File: config.mk
export PLATFORM = sky130hd
export DESIGN_NAME = lh_round_sequencer
export DESIGN_NICKNAME = d
export VERILOG_FILES = /design/src/rtl/lh_pkg.sv /design/src/rtl/lh_update_step.sv /design/src/rtl/lh_round_sequencer.sv
export SDC_FILE = /design/constraint.sdc
export NUM_CORES = 1
export LEC_CHECK = 0
export BUFFER_PORTS_ARGS = -buffer_cell sky130_fd_sc_hd__buf_2
export CAP_MARGIN = 20
export CORE_AREA = 4 4 116 118
export CTS_CLUSTER_SIZE = 12
export DETAILED_ROUTE_END_ITERATION = 10
export DIE_AREA = 0 0 120 122
export PLACE_DENSITY = 0.78
export SLEW_MARGIN = 20
export SYNTH_ARGS = -nofsm -noshare
export SYNTH_HDL_FRONTEND = slang
export SYNTH_HIERARCHICAL = 1
export SYNTH_SLANG_ARGS = --single-unit
File: constraint.sdc
create_clock -name clk -period 8.2 [get_ports clk]
set_clock_uncertainty 0.2 [all_clocks]
set_input_delay 0.82 -clock clk [delete_from_list [all_inputs] [get_ports clk]]
set_output_delay 0.82 -clock clk [all_outputs]
set_load 0.02 [all_outputs]
File: src/rtl/lh_pkg.sv
// ---------------------------------------------------------------------------
// lh_pkg
// Shared definitions for the light-hash round sequencer:
//   LH_START / LH_FINISH  framing bytes of a message
//   LH_IV                 initial hash state, H[0] in bits 63:56
//   lh_state_e            controller states (2-bit encoding)
//   is_alnum()            character class accepted for absorption
//   rotl8()               8-bit rotate left, amount 0 leaves the byte as is
// ---------------------------------------------------------------------------
package lh_pkg;

  localparam logic [7:0]  LH_START  = 8'hFF;
  localparam logic [7:0]  LH_FINISH = 8'h00;
  localparam logic [63:0] LH_IV     = 64'h0123_4567_89AB_CDEF;

  typedef enum logic [1:0] {
    IDLE   = 2'd0,
    ABSORB = 2'd1,
    ROUND  = 2'd2
  } lh_state_e;

  // True for '0'-'9', 'A'-'Z' and 'a'-'z'.
  function automatic logic is_alnum(input logic [7:0] b);
    return ((b >= 8'h30) && (b <= 8'h39)) ||
           ((b >= 8'h41) && (b <= 8'h5A)) ||
           ((b >= 8'h61) && (b <= 8'h7A));
  endfunction

  // Rotating a doubled copy lets the bits leaving the top re-enter at the
  // bottom without a separate wrap term.
  function automatic logic [7:0] rotl8(input logic [7:0] b, input logic [2:0] amount);
    logic [15:0] doubled;
    doubled = {b, b} << amount;
    return doubled[15:8];
  endfunction

endpackage

File: src/rtl/lh_update_step.sv
// ---------------------------------------------------------------------------
// lh_update_step
// Combinational part of one byte update: t = rotl8(H[(i+2)%8] ^ c, i).
// Ports:
//   i_hSrc  in  8  state byte H[(i+2)%8]
//   i_char  in  8  character being absorbed
//   i_idx   in  3  byte index i, also the rotate amount
//   o_t     out 8  S-box index for this step
// ---------------------------------------------------------------------------
module lh_update_step
  import lh_pkg::*;
(
  input  logic [7:0] i_hSrc,
  input  logic [7:0] i_char,
  input  logic [2:0] i_idx,
  output logic [7:0] o_t
);

  assign o_t = rotl8(i_hSrc ^ i_char, i_idx);

endmodule

File: src/rtl/lh_round_sequencer.sv
// ---------------------------------------------------------------------------
// lh_round_sequencer
// Accepts a framed character stream (0xFF start, 0x00 finish) and absorbs
// each alphanumeric character with ROUNDS x 8 byte updates, one per cycle,
// through an external shared S-box. Publishes the 64-bit digest on finish.
// Ports:
//   clk, rst          clock, synchronous active-high reset
//   in_char/in_valid  character stream input, in_ready is the back-pressure
//   sbox_in/sbox_out  request/response of the external combinational S-box
//   digest            {H[0],...,H[7]} latched on finish, digest_valid pulses
//   err_invalid_char  pulses when a non-alphanumeric byte is dropped
//   busy              high while the round updates run
// ---------------------------------------------------------------------------
module lh_round_sequencer
  import lh_pkg::*;
#(
  parameter int ROUNDS = 32,
  parameter int IDX_W  = $clog2(ROUNDS)
) (
  input  logic        clk,
  input  logic        rst,
  input  logic [7:0]  in_char,
  input  logic        in_valid,
  output logic        in_ready,
  output logic [7:0]  sbox_in,
  input  logic [7:0]  sbox_out,
  output logic [63:0] digest,
  output logic        digest_valid,
  output logic        err_invalid_char,
  output logic        busy
);

  lh_state_e        r_state, w_stateNext;
  logic [7:0]       r_h [8];
  logic [7:0]       w_hNext [8];
  logic [IDX_W-1:0] r_round, w_roundNext;
  logic [2:0]       r_idx, w_idxNext;
  logic [7:0]       r_char, w_charNext;
  logic [63:0]      r_digest, w_digestNext;
  logic             r_digestValid, w_digestValidNext;
  logic             r_errInvalid, w_errInvalidNext;
  logic             w_xfer;
  logic [2:0]       w_srcIdx;
  logic [7:0]       w_stepT;

  // Ready is gated by rst so nothing is accepted, and the output reads 0,
  // while reset is held; it rises as soon as reset is released.
  assign in_ready = !rst && (r_state != ROUND);
  assign w_xfer   = in_valid && in_ready;
  assign busy     = (r_state == ROUND);

  // The 3-bit add wraps modulo 8, giving (i+2)%8 for free.
  assign w_srcIdx = r_idx + 3'd2;

  lh_update_step u_step (
    .i_hSrc (r_h[w_srcIdx]),
    .i_char (r_char),
    .i_idx  (r_idx),
    .o_t    (w_stepT)
  );

  // The S-box is shared, so present a quiet index when not using it.
  assign sbox_in          = busy ? w_stepT : 8'h00;
  assign digest           = r_digest;
  assign digest_valid     = r_digestValid;
  assign err_invalid_char = r_errInvalid;

  // Next-state logic: framing decisions in IDLE/ABSORB, one in-place byte
  // update per cycle in ROUND. Pulses default low so they last one cycle.
  always_comb begin
    w_stateNext       = r_state;
    w_hNext           = r_h;
    w_roundNext       = r_round;
    w_idxNext         = r_idx;
    w_charNext        = r_char;
    w_digestNext      = r_digest;
    w_digestValidNext = 1'b0;
    w_errInvalidNext  = 1'b0;

    case (r_state)
      IDLE: begin
        if (w_xfer && (in_char == LH_START)) begin
          for (int k = 0; k < 8; k++) w_hNext[k] = LH_IV[63-8*k -: 8];
          w_stateNext = ABSORB;
        end
      end

      ABSORB: begin
        if (w_xfer) begin
          if (in_char == LH_START) begin
            for (int k = 0; k < 8; k++) w_hNext[k] = LH_IV[63-8*k -: 8];
          end else if (in_char == LH_FINISH) begin
            for (int k = 0; k < 8; k++) w_digestNext[63-8*k -: 8] = r_h[k];
            w_digestValidNext = 1'b1;
            w_stateNext       = IDLE;
          end else if (is_alnum(in_char)) begin
            w_charNext  = in_char;
            w_roundNext = '0;
            w_idxNext   = 3'd0;
            w_stateNext = ROUND;
          end else begin
            w_errInvalidNext = 1'b1;
          end
        end
      end

      ROUND: begin
        w_hNext[r_idx] = sbox_out;
        w_idxNext      = r_idx + 3'd1;
        if (r_idx == 3'd7) begin
          w_roundNext = r_round + 1'b1;
          if (r_round == IDX_W'(ROUNDS - 1)) w_stateNext = ABSORB;
        end
      end

      default: w_stateNext = IDLE;
    endcase
  end

  // State register; reset also clears the published digest.
  always_ff @(posedge clk) begin
    if (rst) begin
      r_state       <= IDLE;
      for (int k = 0; k < 8; k++) r_h[k] <= LH_IV[63-8*k -: 8];
      r_round       <= '0;
      r_idx         <= 3'd0;
      r_char        <= 8'h00;
      r_digest      <= 64'h0;
      r_digestValid <= 1'b0;
      r_errInvalid  <= 1'b0;
    end else begin
      r_state       <= w_stateNext;
      r_h           <= w_hNext;
      r_round       <= w_roundNext;
      r_idx         <= w_idxNext;
      r_char        <= w_charNext;
      r_digest      <= w_digestNext;
      r_digestValid <= w_digestValidNext;
      r_errInvalid  <= w_errInvalidNext;
    end
  end

endmodule

==> results.toml, run 1 <==
[outcome]
run_status = "completed"

[worst_hold_path]
hold_start = "digest[55]$_SDFFE_PP0P_"
min_path_type = "reg2reg"

[power_and_ir_drop]
ir_drop_uv = 121
p_leak_nw = 3.02
finalPower_w = 0.00155
power-per-cell-area_nw_per_um2 = 193

[floorplan]
core.rowCount = 41
initial_core_util_pct = 56.3
die_w_um = 120
die_area_sq_um = 14600
io_pins = 95
core_area_sq_um = 12500
die_h_um = 122

[worst_setup_path]
cp_cell_sequence = "buf_4 -> inv_1 -> ha_1 -> mux2_2 -> xnor2_1 -> mux2i_1 -> mux4_1 -> and2_1 -> buf_2"
cp.depth = 9
rr_worst_depth = 6
reg2reg_slack_ps = 5180
start_kind = "flop"
path_class = "reg2out"
worstPathRequired_ps = 7180
slowest_stage = "mux4_1"
crit_path_end_kind = "primary output"
path_max_fanout = 19
crit_family = "multiplexers"
regToRegEndpoint = "digest[48]$_SDFFE_PP0P_"
r2r_start = "r_state[0]$_SDFFE_PP0P_"
cp_num_buf_inv = 3
cp-endpoint = "sbox_in[5]"
slowest_delay_ps = 560
timing.critical_path.from = "r_idx[1]$_SDFFE_PP0P_"
cp_data_arrival_time_ps = 3630

[finish]
final_area_sq_um = 7990
layout.nets = 855
syn2layout_area_growth_pct = 13.8
num_antenna_cells = 0
multiInputGateArea_sq_um = 3670
utilization_pct = 64.1
drive_above_1_share_pct = 30.2
fillers = 1012
regArea_sq_um = 2960

[timing]
fin_ws_ps = 3550
setup_violations = 0
timing.fmax_mhz = 215
tightestPinTransition_ps = 1020
finalSetupTns_ps = 0
relSlewSlack_pct = 32.0
slew_viol_final = 0
hold_viol = 0
period_share_pct = 56.7
grt_setup_unrepaired = "no"
min_period_ps = 4650

[global_routing]
antenna_found_initial = 0
track_usage_pct = 24.6
grt_pass1_vias = 5601
grt_max_degree = 70
grt-ovfl-total = 0
grt_pass1_wl_um = 28600

[routing]
drtPass1Iterations = 5
wl_per_cell_um = 17.8
post-route-drc-count = 0
wirelength_um = 18000
viasPerCell = 5.87
vias = 5935
drt_iter0_drc = 601
antenna_left = 0

[logic_synthesis]
synth_seq_area_share_pct = 42.2
syn_inst = 777
synth_area_leader_cell = "dfxtp_1"
synth_cell_types = 49
netlist.area_leader.share_pct = 42.2
yosysMostFrequentCell = "dfxtp_1"
synth_common_cells = "dfxtp_1, nand2_1, a21oi_1"
synth-seq-cells = 148
avgSynthCellArea_sq_um = 9.04
synth-main-ff-cell = "dfxtp_1"
synth_nets = 804
yosys_warnings = 6
synth_area_sq_um = 7020
ys_async_sr_fraction_pct = 0
synth_area_leaders = "dfxtp_1, nand2_1, a21oi_2"
synth_edf_count = 0

[clock_network]
clock_path_buffers = 2
cts_buffers = 17
clk_latency_ps = 420
clkTransAtPathRegs_ps = 60
cts_tree = "done"
ctsHtreeMaxLevel = 4
cts.repair.resized = 0
postCtsSetupRepairBufs = 0
clock-sinks = 148
cts_hold_buf = 0
cts_root_buffer = "clkbuf_16"

[placed_design]
post-dp-hpwl_um = 12500
dp_slack_ps = 3990
portBuffers = 94
place_congestion = 0.964
postPlaceCellArea_sq_um = 7390

[flow_run]
drv_cap = 0
## worst min-delay path by stage
stage                     slack, ps                      end  cells past startpoint
after global routing            260  digest[54]$_SDFFE_PP0P_                      2
after CTS                       260  digest[55]$_SDFFE_PP0P_                      2
final                           250  digest[55]$_SDFFE_PP0P_                      2
after floorplan                 240  r_round[4]$_SDFFE_PP0P_                      2
after detailed placement        240  digest[54]$_SDFFE_PP0P_                      2
after global placement          240  digest[54]$_SDFFE_PP0P_                      2
## cell usage in the layout (no fill, tap or decap), types with 16 or more instances in the layout
cell type / count
nand2_2: 40
nor2_1: 38
nand2_1: 132
clkbuf_16: 17
buf_2: 93
nand3_1: 38
a21oi_2: 50
mux4_2: 16
dfxtp_1: 148
nor3_1: 33
a21oi_1: 60
o21bai_1: 32
## cell families after synthesis
| logic type | share of synthesized area, % |
|---|---|
| multiplexers | 10.5 |
| buffers and inverters | 5.74 |
| AO/OA/AOI/OAI | 16.6 |
| flip-flops | 42.2 |
| adder cells (fa/ha/maj) | 1.43 |
| AND/OR/NAND/NOR | 22.5 |
| XOR/XNOR | 0.998 |
## cell type report
class / count / share of cell area (%)
well taps: 172 / 2.69
repair buffers: 100 / 6.48
clock inverters: 9 / 1.61
clock buffers: 21 / 5.89
inverters: 8 / 0.376
flip-flops and latches: 148 / 37.1
multi-input cells: 553 / 45.9
## per-layer routing
layer	track usage [%]	wire length, um
met1	33.5	7540
met2	38.5	8430
met3	5.76	1640
met4	8.80	407
met5	0	0
## registers in the layout (all words and copies together) (netlist names)
| signal | cells |
|---|---|
| r_idx | 3 |
| r_h | 64 |
| r_char | 8 |
| r_round | 5 |
| digest | 64 |
| digest_valid | 1 |
| r_state | 2 |
| err_invalid_char | 1 |
## worst register-to-register path, stage by stage (launching register included)
cell	delay, ps
dfxtp_1	480
nand4bb_1	210
or4_4	840
inv_2	150
buf_4	660
nand2_1	240
a21oi_2	170
## report_power, final
| part | leakage [nW] | internal (W) | switching [W] |
|---|---|---|---|
| logic | 1.54 | 0.00000951 | 0.0000312 |
| clock network | 0.291 | 0.000498 | 0.000288 |
| registers | 1.19 | 0.000719 | 0.0000000574 |
| total | 3.02 | 0.00123 | 0.000319 |
## stage by stage
step / cells / hold slack, ps
4_1_cts: 1011 / 255
6_report: 1011 / 252
5_1_grt: 1011 / 261
2_1_floorplan: 777 / 239
3_5_place_dp: 981 / 244
3_3_place_gp: 981 / 239
No activity file was read; power rests on OpenSTA's default activity.
==> inputs of run 2 (changes only) <==
clock period = 4.5 ns   (was 8.2 ns; I/O delays follow)
==> results.toml, run 2 (synthesis gave the netlist of run 1 again) <==
[worst_setup_path]
worstPathRequired_ps = 3850
cp_data_arrival_time_ps = 3510
slowest_delay_ps = 680
path_max_fanout = 12
cp_cell_sequence = "inv_1 -> ha_1 -> mux2_2 -> xnor2_1 -> mux2i_1 -> mux4_1 -> and2_1 -> buf_2"
crit_family = "multiplexers"
path_class = "reg2out"
slowest_stage = "dfxtp_1"
cp_num_buf_inv = 2
crit_path_end_kind = "primary output"
start_kind = "flop"

[routing]
wl_per_cell_um = 18.1
post-route-drc-count = 0
wirelength_um = 18400
viasPerCell = 5.93
drtPass1Iterations = 5
vias = 6024
drt_iter0_drc = 626
antenna_left = 0

[finish]
syn2layout_area_growth_pct = 14.4
drive_above_1_share_pct = 30.5
layout.nets = 857
final_cell_mix = "dfxtp_1, nand2_1, buf_2"
final_common_cell = "dfxtp_1"
final_area_sq_um = 8030
num_antenna_cells = 0

[floorplan]
die_w_um = 120
core_area_sq_um = 12500
core.rowCount = 41
io_pins = 95
die_area_sq_um = 14600
initial_core_util_pct = 56.3
die_h_um = 122

[clock_network]
clock_path_buffers = 2
clk_latency_ps = 420
cts_root_buffer = "clkbuf_16"
clkTransAtPathRegs_ps = 60
ctsHtreeMaxLevel = 4
postCtsSetupRepairBufs = 0
cts_buffers = 17
cts_tree = "done"
clock-sinks = 148

[flow_run]
drv_cap = 0

[placed_design]
post-dp-hpwl_um = 12900
postPlaceCellArea_sq_um = 7420
portBuffers = 94
place_congestion = 0.967

[power_and_ir_drop]
switching_share_pct = 21.3
p_switching_w = 0.000605
ir_drop_uv = 213
pwr-share-comb_pct = 2.6
p_clk_share_pct = 51.2
p_leak_nw = 3.04
seqPwrFrac_pct = 46.2
finalPower_w = 0.00284
power-per-cell-area_nw_per_um2 = 353
p_int_w = 0.00223

[global_routing]
track_usage_pct = 25.4
grt_max_degree = 78
antenna_found_initial = 1
grt_pass1_wl_um = 29500
grt-ovfl-total = 0
grt_pass1_vias = 5719

[outcome]
run_status = "completed"

[timing]
slew_viol_final = 0
tightestPinTransition_ps = 1000
timing.fmax_mhz = 240
relSlewSlack_pct = 33.3
setup_violations = 0
grt_setup_unrepaired = "no"
period_share_pct = 92.5
min_period_ps = 4160
hold_viol = 0
finalSetupTns_ps = 0

[worst_hold_path]
min_path_type = "in2reg"
-- run 2: layer usage --
layer,GRT usage [%],part of all wire [%],up-vias
li1,-,-,2809
met1,33.3,40,2871
met2,40.4,47,298
met4,10.8,3.1,2
met3,6.22,9.9,44
met5,0,0.076,-
-- run 2: tightest hold or removal path, stage by stage --
cell	delay (ps)
buf_2	120
nand4_1	80
a21oi_1	60
-- run 2: timing repair --
action / in CTS / in global routing
resized for setup: 0 / 1
setup endpoints to repair: 0 / 6
hold buffers: 0 / 0
-- run 2: cell type report --
cell class                      count  area, sq um
Multi-Input combinational cell    553         3670
Tap cell                          172          215
Timing Repair Buffer              102          546
Inverter                            8         30.0
Clock inverter                     11          150
Sequential cell                   148         2960
Clock buffer                       21          460
Fill cell                        1010         4430
-- run 2: path summary, 6_finish.rpt --
check / start / to / slack [ps] / depth (start not counted)
max reg2reg: r_state[0]$_SDFFE_PP0P_ / digest[7]$_SDFFE_PP0P_ / 1560 / 6
min: in_char[0] / r_char[0]$_SDFFE_PP0P_ / 130 / 3
min reg2reg: digest[26]$_SDFFE_PP0P_ / digest[26]$_SDFFE_PP0P_ / 250 / 2
max: r_idx[2]$_SDFFE_PP0P_ / sbox_in[0] / 340 / 8
-- run 2: stage by stage --
stage | worst slack (ps) | hold WS, ps | std cells | util (%)
after floorplan | 757 | 239 | 777 | -
after global placement | 877 | 237 | 983 | 59.5
after detailed placement | 636 | 242 | 983 | 59.5
after CTS | 167 | 116 | 1015 | 64.4
after global routing | 224 | 154 | 1015 | 64.4
final | 339 | 134 | 1015 | 64.4
-- run 2: power groups by stage --
| stage | Combinational, W | Sequential (W) | Clock, W |
|---|---|---|---|
| after detailed placement | 0.0000707 | 0.00134 | 0 |
| after floorplan | 0.0000478 | 0.00134 | 0 |
| final | 0.0000732 | 0.00131 | 0.00145 |
| after global placement | 0.0000690 | 0.00134 | 0 |
| after global routing | 0.0000772 | 0.00131 | 0.00152 |
| after CTS | 0.0000709 | 0.00131 | 0.00146 |
==> inputs of run 3 (changes only) <==
PLACE_DENSITY = default   (was 0.78)
PLACE_DENSITY_LB_ADDON = 0.05   (was default)
==> results.toml, run 3 (synthesis gave the netlist of run 1 again) <==
[worst_setup_path]
path_class = "reg2out"
start_kind = "flop"
crit_path_end_kind = "primary output"
path_max_fanout = 12
worstPathRequired_ps = 3850
rr_worst_depth = 6
cp_data_arrival_time_ps = 3460
reg2reg_slack_ps = 1690
regToRegEndpoint = "digest[47]$_SDFFE_PP0P_"
r2r_start = "r_state[1]$_SDFFE_PP0P_"

[finish]
utilization_pct = 64.5
drive_above_1_share_pct = 30.4
num_antenna_cells = 0
final_common_cell = "dfxtp_1"
final_cell_mix = "dfxtp_1, nand2_1, buf_2"
final_area_sq_um = 8050
layout.nets = 854
syn2layout_area_growth_pct = 14.6

[timing]
period_share_pct = 91.3
setup_violations = 0
slew_viol_final = 0
relSlewSlack_pct = 28.6
min_period_ps = 4110
hold_viol = 0
tightestPinTransition_ps = 1070
timing.fmax_mhz = 243
grt_setup_unrepaired = "no"
finalSetupTns_ps = 0

[clock_network]
postCtsSetupRepairBufs = 0
clk_latency_ps = 410
clock_path_buffers = 2
cts_root_buffer = "clkbuf_16"
cts_tree = "done"
cts.repair.resized = 0
clock-sinks = 148
cts_buffers = 17
cts_hold_buf = 0
clkTransAtPathRegs_ps = 60
ctsHtreeMaxLevel = 4

[power_and_ir_drop]
p_leak_nw = 3.05
power-per-cell-area_nw_per_um2 = 361
finalPower_w = 0.00291
ir_drop_uv = 217

[floorplan]
die_h_um = 122
initial_core_util_pct = 56.3
core.rowCount = 41
core_area_sq_um = 12500
io_pins = 95
die_area_sq_um = 14600
die_w_um = 120

[routing]
wirelength_um = 18100
antenna_left = 0
drtPass1Iterations = 5
vias = 5826
viasPerCell = 5.76
post-route-drc-count = 0
wl_per_cell_um = 17.9
drt_iter0_drc = 357

[global_routing]
antenna_found_initial = 0
track_usage_pct = 25.5
grt_pass1_vias = 5493
grt_pass1_wl_um = 29400
grt-ovfl-total = 0
grt_max_degree = 95

[worst_hold_path]
hold_start = "in_char[0]"
min_path_type = "in2reg"
hold_path_end = "r_char[0]$_SDFFE_PP0P_"
holdPathStages = 3

[placed_design]
portBuffers = 94
postPlaceCellArea_sq_um = 7390
post-dp-hpwl_um = 12900
place_congestion = 0.891

[flow_run]
drv_cap = 0

[outcome]
run_status = "completed"
[run 3: final cells by class]
cell class                 count  area, sq um
clock buffer                  23          498
clock inverter                 9          148
fill                        1080         4420
inverter                       8         30.0
multi-input combinational    553         3670
sequential                   148         2960
tap                          172          215
timing repair buffer          99          523
[run 3: power by group]
group	switching, W	internal (W)	total, W
sequential	0.000000109	0.00131	0.00131
combinational	0.0000553	0.0000169	0.0000722
clock	0.000525	0.000998	0.00152
total	0.000581	0.00233	0.00291
[run 3: worst max-delay path, cell delays in order, from the launching register on]
cell and delay (ps):
dfxtp_1 680, inv_1 170, ha_1 540, mux2_2 410
xnor2_1 200, mux2i_1 180, mux4_1 550, and2_1 150
buf_2 150
[run 3: metal layers]
layer / track usage, % / wire (um)
met2: 39.3 / 8250
met5: 0 / 0
met4: 8.95 / 440
met3: 6.04 / 1300
met1: 35.3 / 8090
[run 3: metrics by stage]
stage	hold WS [ps]	cells	setup WS, ps
3_3_place_gp	239	980	778
2_1_floorplan	239	777	757
4_1_cts	103	1012	179
3_5_place_dp	242	980	635
5_1_grt	132	1012	237
6_report	120	1012	393
[run 3: how the worst max path moves through the flow]
| stage | from | end | slack, ps | cells past startpoint |
|---|---|---|---|---|
| floorplan | r_idx[1]$_SDFFE_PP0P_ | sbox_in[4] | 760 | 10 |
| global placement | r_idx[0]$_SDFFE_PP0P_ | sbox_in[4] | 780 | 8 |
| detailed placement | r_idx[0]$_SDFFE_PP0P_ | sbox_in[7] | 640 | 8 |
| CTS | r_idx[0]$_SDFFE_PP0P_ | sbox_in[7] | 180 | 8 |
| global route | r_idx[2]$_SDFFE_PP0P_ | sbox_in[4] | 240 | 8 |
| finish | r_idx[2]$_SDFFE_PP0P_ | sbox_in[7] | 390 | 8 |
